## src/rtl/sram_port_arbiter.sv

```systemverilog
// rtl/sram_port_arbiter.sv - shares one single-port SRAM macro between the AHB SRAM slave (A) and a B requester
module sram_port_arbiter #(
  parameter int AW           = 12,
  parameter int STARVE_LIMIT = 16
) (
  input  logic          HCLK,
  input  logic          HRESETn,
  input  logic          A_CS,
  input  logic [3:0]    A_WEN,
  input  logic [AW-3:0] A_ADDR,
  input  logic [31:0]   A_WDATA,
  output logic [31:0]   A_RDATA,
  input  logic          B_VALID,
  output logic          B_READY,
  input  logic          B_WRITE,
  input  logic [3:0]    B_WEN,
  input  logic [AW-3:0] B_ADDR,
  input  logic [31:0]   B_WDATA,
  output logic          B_RVALID,
  output logic [31:0]   B_RDATA,
  output logic          M_CS,
  output logic [3:0]    M_WEN,
  output logic [AW-3:0] M_ADDR,
  output logic [31:0]   M_WDATA,
  input  logic [31:0]   M_RDATA,
  output logic          STARVE,
  output logic [7:0]    WAIT_CNT
);
  localparam int         WW         = AW - 2;
  localparam logic [7:0] STARVE_LIM = 8'(STARVE_LIMIT);

  logic          pend_q, pend_d;
  logic          req_write_q, req_write_d;
  logic [3:0]    req_wen_q, req_wen_d;
  logic [WW-1:0] req_addr_q, req_addr_d;
  logic [31:0]   req_wdata_q, req_wdata_d;
  logic          rd_inflight_q, rd_inflight_d;
  logic [31:0]   rd_hold_q, rd_hold_d;
  logic [7:0]    wait_cnt_q, wait_cnt_d;
  logic          issue_b;
  logic          b_ready;
  logic          accept;

  // Macro mux: A owns any cycle it selects, the held B request fills the idle ones
  always_comb begin
    issue_b = pend_q & ~A_CS;
    b_ready = ~pend_q | issue_b;
    accept  = B_VALID & b_ready;
    M_CS    = 1'b0;
    M_WEN   = 4'b0000;
    M_ADDR  = A_ADDR;
    M_WDATA = A_WDATA;
    if (A_CS) begin
      M_CS  = 1'b1;
      M_WEN = A_WEN;
    end else if (issue_b) begin
      M_CS    = 1'b1;
      M_WEN   = req_write_q ? req_wen_q : 4'b0000;
      M_ADDR  = req_addr_q;
      M_WDATA = req_wdata_q;
    end
  end

  // Next state: a new accept replaces the request issuing in the same cycle
  always_comb begin
    pend_d        = accept | (pend_q & ~issue_b);
    req_write_d   = accept ? B_WRITE : req_write_q;
    req_wen_d     = accept ? B_WEN   : req_wen_q;
    req_addr_d    = accept ? B_ADDR  : req_addr_q;
    req_wdata_d   = accept ? B_WDATA : req_wdata_q;
    rd_inflight_d = issue_b & ~req_write_q;
    rd_hold_d     = rd_inflight_q ? M_RDATA : rd_hold_q;
    wait_cnt_d    = wait_cnt_q;
    if (accept | issue_b) begin
      wait_cnt_d = 8'd0;
    end else if (pend_q & A_CS & (wait_cnt_q != 8'hFF)) begin
      wait_cnt_d = wait_cnt_q + 8'd1;
    end
  end

  // State registers; reset drops any pending or in-flight B traffic
  always_ff @(posedge HCLK or negedge HRESETn) begin
    if (!HRESETn) begin
      pend_q        <= 1'b0;
      req_write_q   <= 1'b0;
      req_wen_q     <= 4'b0000;
      req_addr_q    <= '0;
      req_wdata_q   <= 32'd0;
      rd_inflight_q <= 1'b0;
      rd_hold_q     <= 32'd0;
      wait_cnt_q    <= 8'd0;
    end else begin
      pend_q        <= pend_d;
      req_write_q   <= req_write_d;
      req_wen_q     <= req_wen_d;
      req_addr_q    <= req_addr_d;
      req_wdata_q   <= req_wdata_d;
      rd_inflight_q <= rd_inflight_d;
      rd_hold_q     <= rd_hold_d;
      wait_cnt_q    <= wait_cnt_d;
    end
  end

  assign B_READY  = b_ready;
  assign B_RVALID = rd_inflight_q;
  assign B_RDATA  = rd_inflight_q ? M_RDATA : rd_hold_q;
  assign A_RDATA  = M_RDATA;
  assign WAIT_CNT = wait_cnt_q;
  assign STARVE   = pend_q & (wait_cnt_q >= STARVE_LIM);

endmodule
```

## config.mk

```make
export PLATFORM = sky130hd
export DESIGN_NAME = sram_port_arbiter
export DESIGN_NICKNAME = d
export VERILOG_FILES = /design/src/rtl/sram_port_arbiter.sv
export SDC_FILE = /design/constraint.sdc
export NUM_CORES = 1
export LEC_CHECK = 0
export CORE_AREA = 2 2 114 139
export CTS_CLUSTER_DIAMETER = 80
export CTS_CLUSTER_SIZE = 25
export DETAILED_ROUTE_END_ITERATION = 12
export DIE_AREA = 0 0 116 141
export SYNTH_ARGS = -nofsm -noshare
export SYNTH_HDL_FRONTEND = slang
export SYNTH_SLANG_ARGS = --single-unit
```

## constraint.sdc

```tcl
create_clock -name HCLK -period 2.1 [get_ports HCLK]
set_input_delay 0.525 -clock HCLK [delete_from_list [all_inputs] [get_ports HCLK]]
set_output_delay 0.525 -clock HCLK [all_outputs]
set_load 0.02 [all_outputs]
```

==> results list, run 1 <==
- Cell Area, Synth: 4430 sq um
* Routability congestion estimate: 0.782
- The via count of the first global-routing pass is 4115.
* Total number of placement rows: 50
* Quantity of I/O buffers inserted on ports: 250
- Final setup margin: 0.0608 ns
- Post-DR vias/cell: 4.38
- Area Overhead vs Synth: 64.3%
- Data on the critical path is required at its endpoint by 1.57 ns.
- Gate count of the mapped netlist: 409
- Period Utilization, post-route: 97.1%
- H-tree lvl count: 3
* Maximum number of pins on one net before global-route repair: 49
- Number of remaining DRC errors: 0
- The initial utilization of the core area, before any placement, comes to 29.3%.
- Synthesis produced a netlist with a net count of 540.
- Buffering stage count on the worst path with inverters included: 3
* Final routed wirelength across all metal layers: 13400 um
- Placed Instances: 845
* Least-Margin Pin Slew: 0.531 ns
* Sequence of cells on the critical path: buf_12, buf_16, mux2_2, buf_4
- Drt wl/cell: 15.5 um
- In the final layout, the multi-input gates occupy 1860 sq um.
* Avg Cell Area, Syn: 10.8 sq um
* Number of CTS-inserted buffers: 9
- Final cell count without fillers: 868
- Top Family by Delay on Critical Path: buffers and inverters
* Final Util: 48.1%
* Total count of max-transition violations in the final report: 0
- The sequential cells in the finished layout cover a total of 2230 sq um.
* Vias: 3801
- CTS tree: done
* Chip Height: 141 um
* Detailed router's first-iteration violation count: 121
- Net count, final: 786
* Total of endpoints with negative setup slack in the final report: 0
- Die outline width: 116 um
- Headroom to the max-slew limit: 64.2%
- Overflow left after global routing: 0
- 0 antenna diodes ended up in the layout.
* Hold_ws: 0.106 ns
* Number of clock sinks: 89
* Max-cap violations: 0
- Setup Skew: 0.00775 ns
- Summed over all failing endpoints, the final setup total negative slack is 0 ns.
- Time the worst path needs with I/O delays and setup: 2.04 ns
- OpenSTA, run right after detailed placement, puts the worst setup slack at -0.697 ns.
- Critical Path Sink Type: primary output
- After detailed placement, the total cell area comes to 7150 sq um.
- Path class of the lowest-slack min-delay path: input port to async pin
- Final design area excluding fillers: 7280 sq um
- Number of I/O pins: 251
* Leakage power: 3.45 nW
- Standard cell core area: 15100 sq um
- Antenna Violating Nets Remaining: 0
- The hold violation total from the final report came to 0.
- Top fanout value on the critical path: 8
* Number of iterations in the first detailed-routing pass: 4
* Number of hold buffers added after CTS: 0
* Max Freq: 490 MHz
* CP max stage delay: 0.41 ns
* HPWL after detailed placement: 9740 um
- Arrival time at the worst endpoint: 1.51 ns
* Number of library cell types mapped by synthesis: 35
- The die covers 16400 sq um.
- Clock-pin slew was measured on the worst setup and hold paths at 0.08 ns.
- GR Util All Layers: 16.7%
* Status: completed
- The filler cells instantiated in the layout total 1470.
- The initial antenna violation count was 0.
* Clock latency on the worst-skew pair: 0.34 ns
- Setup repair after global routing could not meet its margin everywhere.
* Proportion of layout cells with a drive suffix above 1: 34.2%
- Number of register bits inferred by synthesis: 89
- CTS root buf: clkbuf_16
- No sink is reached through more buffers than the 2 on the longest clock path.
* Global-route wire length before repair: 21400 um
* Register area share after synthesis: 50.2%
* Power per standard cell area: 782 nW/um^2
- Crit path kind: register to primary output
- For this design, the slowest cell found on the critical path is dfrtp_2.
- Setup crit start kind: register
- Yosys printed 0 warnings.
- Total Power: 5.70 mW
- Across the VDD grid, the largest voltage drop is 0.307 mV.
## cells in the mapped netlist
cell type | n | area (sq um)
nor3_1 | 1 | 5.00
a22o_1 | 1 | 8.76
nor2_2 | 3 | 18.8
nand2_1 | 136 | 510
ha_1 | 2 | 25.0
o32ai_1 | 1 | 8.76
mux2_1 | 2 | 22.5
buf_4 | 32 | 240
nand2b_1 | 1 | 6.26
clkbuf_1 | 6 | 22.5
a31oi_1 | 3 | 18.8
mux2i_1 | 3 | 30.0
nand3_1 | 7 | 35.0
a21oi_1 | 3 | 15.0
or2_2 | 1 | 6.26
nor2b_1 | 1 | 6.26
a311oi_1 | 1 | 8.76
o41a_1 | 1 | 11.3
nand4_1 | 1 | 6.26
nor2_1 | 5 | 18.8
and4b_1 | 1 | 10.0
buf_6 | 4 | 45.0
o21a_1 | 1 | 7.51
and3_1 | 1 | 6.26
o21ai_0 | 6 | 30.0
nor3_2 | 1 | 10.0
dfrtp_1 | 89 | 2230
inv_1 | 3 | 11.3
a211oi_1 | 1 | 7.51
mux2_4 | 30 | 450
and2_4 | 1 | 8.76
mux2_2 | 47 | 529
or2_1 | 1 | 6.26
inv_2 | 1 | 3.75
buf_2 | 11 | 55.1
## what timing repair did
action / 4_1_cts / 5_1_grt
cloned: 4 / 0
resized for setup: 355 / 52
pin swaps: 0 / 1
setup buffers: 6 / 0
endpoints found under the setup margin: 114 / 54
## layout by cell type (no fill, tap or decap), types with 2 or more instances in the layout
| cell | count |
|---|---|
| nand2_1 | 134 |
| clkdlybuf4s50_1 | 134 |
| dfrtp_1 | 88 |
| buf_4 | 48 |
| mux2_2 | 46 |
| buf_2 | 42 |
| dlygate4sd2_1 | 35 |
| mux2_4 | 33 |
| buf_6 | 11 |
| clkbuf_16 | 9 |
| buf_12 | 9 |
| nand3_1 | 7 |
| o21ai_0 | 6 |
| clkbuf_2 | 6 |
| nor2_1 | 5 |
| inv_1 | 3 |
| a31oi_1 | 3 |
| mux2i_1 | 3 |
| a21oi_1 | 3 |
| inv_6 | 3 |
| nand2_2 | 2 |
| nor2_2 | 2 |
| ha_1 | 2 |
| buf_16 | 2 |
## layout make-up
cell class / instances / share of cell area, %
well taps: 208 / 3.57
multi-input cells: 263 / 25.6
clock inverters: 7 / 0.962
clock buffers: 9 / 3.09
inverters: 4 / 0.206
flip-flops and latches: 89 / 30.6
repair buffers: 288 / 36.0
## worst register-to-register path, stage by stage, from the launching register on
cell and delay, ns:
dfrtp_1 0.42, buf_4 0.18, and2_4 0.14, buf_4 0.14, nor2_4 0.14, buf_12 0.24, mux2_2 0.38
## final timing paths
check | start | endpoint | slack (ns) | cells after the start
setup / recovery | B_RVALID | B_RDATA[13] | 0.06 | 4
hold / removal | HRESETn | rd_hold_q[19] | 0.11 | 1
setup reg to reg | pend_q | req_wdata_q[19] | 0.33 | 6
hold reg to reg | rd_hold_q[1] | rd_hold_q[1] | 0.50 | 1
max in group asynchronous | HRESETn | req_wdata_q[10] | 1.37 | 2
min in group HCLK | rd_hold_q[1] | rd_hold_q[1] | 0.50 | 1
## layer usage
layer	track usage, %	wire length (um)	vias to the layer above
met1	18.8	5180	1824
met4	5.01	251	0
met2	30.9	7070	157
met5	0	0	-
met3	3.70	921	16
li1	-	-	1804
## sequential cells by signal (all words and copies together) (netlist names)
name / flops
req_write_q: 1
rd_hold_q: 32
B_RVALID: 1
req_wen_q: 4
req_wdata_q: 32
req_addr_q: 10
pend_q: 1
WAIT_CNT: 8
## power breakdown
group | switching [mW] | leakage (nW) | internal [mW] | total (mW)
combinational | 0.950 | 2.25 | 0.992 | 1.94
clock | 0.756 | 0.142 | 0.837 | 1.59
sequential | 0.136 | 1.06 | 2.03 | 2.16
## kinds of logic after synthesis
family          share of synthesized area [%]
mux                                      23.3
simple gates                             14.8
compound gates                           2.63
buf+inv                                  8.52
flops                                    50.2
fa+ha+maj                               0.564
Note: power is estimated with default switching activity, not from simulation.
==> run 2: changes to the inputs <==
Settings changed: CELL_PAD_IN_SITES_DETAIL_PLACEMENT set to 0, CELL_PAD_IN_SITES_GLOBAL_PLACEMENT set to 1, MAX_ROUTING_LAYER set to met4, PLACE_DENSITY_LB_ADDON set to 0.1.
==> run 2 against run 1 <==
Effect of this change:
- non-clock buffer count grew 1
- register-to-register slack lost 0.08 ns
- die area is the same
- clock skew is essentially flat
- largest cell class unchanged
- highest routed layer unchanged
==> results list, run 2 (synthesis gave the netlist of run 1 again) <==
- Number of remaining DRC errors: 0 (unchanged)
- Max-cap violations: 0 (unchanged)
- Setup repair after global routing could not meet its margin everywhere.
- The number of clock sinks was 89 (unchanged).
- The setup slack of the critical path after layout was 0.0472 ns (-0.0135 ns).
* Least-Margin Pin Slew: 0.572 ns (+0.0411 ns)
- The number of buffers added on ports is 250 (unchanged).
* Final routed wirelength across all metal layers: 13300 um (-0.99%)
- The tightest min-delay check is of the input port to async pin type.
* Standard cell core area: 15100 sq um (unchanged)
- Vias: 3804 (+0.079%)
- Area Overhead vs Synth: 65.3%
- STA classifies the critical path startpoint as a register.
- GR Util All Layers: 16.7% (+0.025 points)
* CTS tree: done
- Number of global-route vias before repair: 3920 (-4.7%)
- The power density normalized to cell area was 760 nW/um^2 (-2.9%).
- The ratio of cells with drive above 1 in the final layout came to 34.0% (-0.20 points).
- Status: completed
- Clock transition time at the flip-flop clock pins of the worst setup and hold paths: 0.07 ns (about the same)
* Leakage power: 3.45 nW (+0.14%)
* Crit path kind: register to primary output
* Time the worst path needs with I/O delays and setup: 2.05 ns (+0.0135 ns)
* Total number of placement rows: 50 (unchanged)
- The average detailed-routed wire length per instance was 15.3 um (-1.1%).
* Die outline width: 116 um (unchanged)
- Number of hold buffers added after CTS: 0 (unchanged)
- The final-layout setup total negative slack came to 0 ns (unchanged).
- Overflow left after global routing: 0 (unchanged)
- In this run the clock root is driven by a clkbuf_16.
* Number of iterations in the first detailed-routing pass: 4 (unchanged)
- The relative slew slack came to 61.5% (-2.8 points).
* Number of buffers between clock root and the deepest sink: 2 (unchanged)
- The final period utilization is 97.8% (+0.64 points).
- The total half-perimeter wirelength after legalization and detailed placement came to 9610 um (-1.4%).
- Post-Place Setup Slack: -0.676 ns (+0.0208 ns)
- The height of the die is 141 um (unchanged).
- The highest clock frequency the design can meet was 487 MHz (-0.66%).
- Clock latency on the worst-skew pair: 0.34 ns (about the same)
* Number of antenna cells inserted: 0 (unchanged)
- Number of CTS-inserted buffers: 9 (unchanged)
* Net count, final: 787 (+0.13%)
- Area occupied by multi-input gates: 1860 sq um (-0.20%)
- The I/O pin total came to 251 (unchanged).
- Starting Density: 29.3% (unchanged)
* Top library cells by usage in the layout, fill and taps aside: clkdlybuf4s50_1 (134), nand2_1 (131), dfrtp_1 (89)
* Highest ir drop seen on vdd: 0.327 mV (+6.5%)
- Antenna Violating Nets Remaining: 0 (unchanged)
- The floorplan die area is 16400 sq um (unchanged).
* H-tree lvl count: 3 (unchanged)
* Final-layout fill cell count: 1498 (+1.9%)
- Total count of max-transition violations in the final report: 0 (unchanged)
* Sequential standard cell area: 2230 sq um (about the same)
- The worst setup path is captured at a primary output.
* Data required time of the worst path: 1.57 ns (about the same)
- Post-DR vias/cell: 4.38 (about the same)
- Global-route wire length before repair: 20400 um (-4.7%)
- Final Hold Violating Endpoints: 0 (unchanged)
- Arrival time at the worst endpoint: 1.53 ns (+0.02 ns)
* Number of antenna violations at the first check in global routing: 0 (unchanged)
- The final setup violation count is 0 (unchanged).
- The largest net degree at the start of global routing came to 53 (+8.2%).
* Top fanout value on the critical path: 7 (-1)
- The routability-driven placement congestion ratio is 0.743 (-4.9%).
* Top flop regs: rd_hold_q (32), req_wdata_q (32), req_addr_q (10)
- Most common library cell in the layout ignoring fill and taps: clkdlybuf4s50_1
* Setup Skew: 0.00756 ns (-0.000190 ns)
* Detailed router's first-iteration violation count: 99 (-18%)
run 2: changes by cell type in the layout (fill, tap and decap cells not counted), sizes merged:
cell and change:
inv -2, buf +2, clkdlybuf4s15 +3, clkbuf -2, clkinvlp +1, dlygate4sd2 -1
run 2: power by group:
part           internal (mW)  switching, mW
Combinational          0.974          0.943
Clock                  0.807          0.687
Sequential              2.03          0.128
run 2: worst max-delay path, stage by stage, from the launching register on:
cell and delay, ns:
dfrtp_1 0.41, nor2b_4 0.15, buf_12 0.13, buf_6 0.12
buf_16 0.13, nand2_1 0.07, nand2_1 0.06, buf_6 0.13
run 2: area by class of cell:
cell class,instances,area share (%)
clock buffer,10,3.13
clock inverter,6,0.581
inverter,4,0.205
multi-input combinational,263,25.4
sequential,89,30.4
tap,208,3.55
timing repair buffer,289,36.7
run 2: final timing paths:
check / start / end / slack [ns] / cells past startpoint
setup / recovery: pend_q / M_WDATA[16] / 0.05 / 7
hold / removal: HRESETn / rd_hold_q[6] / 0.02 / 1
setup reg to reg: pend_q / req_write_q / 0.25 / 7
hold reg to reg: rd_hold_q[5] / rd_hold_q[5] / 0.48 / 1
max in group asynchronous: HRESETn / req_wdata_q[18] / 1.48 / 2
min in group HCLK: rd_hold_q[5] / rd_hold_q[5] / 0.48 / 1
run 2: routing by layer:
layer / up-vias / global-route usage (%) / share of wire [%]
li1: 1812 / - / -
met1: 1805 / 19.3 / 39
met2: 172 / 28.2 / 51
met3: 15 / 3.70 / 8.2
met4: 0 / 6.27 / 1.7
met5: - / - / 0
run 2: timing repair:
action                     4_1_cts  5_1_grt
pin swaps                        0        7
resized for setup              380       42
setup endpoints to repair      114       39
setup buffers                    6        2
gates cloned                     4        0
run 2: per-stage QoR:
| stage | power [mW] | cells | instance area [sq um] | utilization, % | hold slack, ns |
|---|---|---|---|---|---|
| 2_1_floorplan | 3.24 | 409 | 4430 | - | 0.229 |
| 3_3_place_gp | 4.25 | 843 | 7130 | 47.1 | 0.384 |
| 3_5_place_dp | 4.28 | 843 | 7130 | 47.1 | 0.388 |
| 4_1_cts | 5.63 | 869 | 7270 | 48.0 | 0.0148 |
| 5_1_grt | 5.90 | 869 | 7330 | 48.4 | 0.0154 |
| 6_report | 5.57 | 869 | 7330 | 48.4 | 0.0207 |
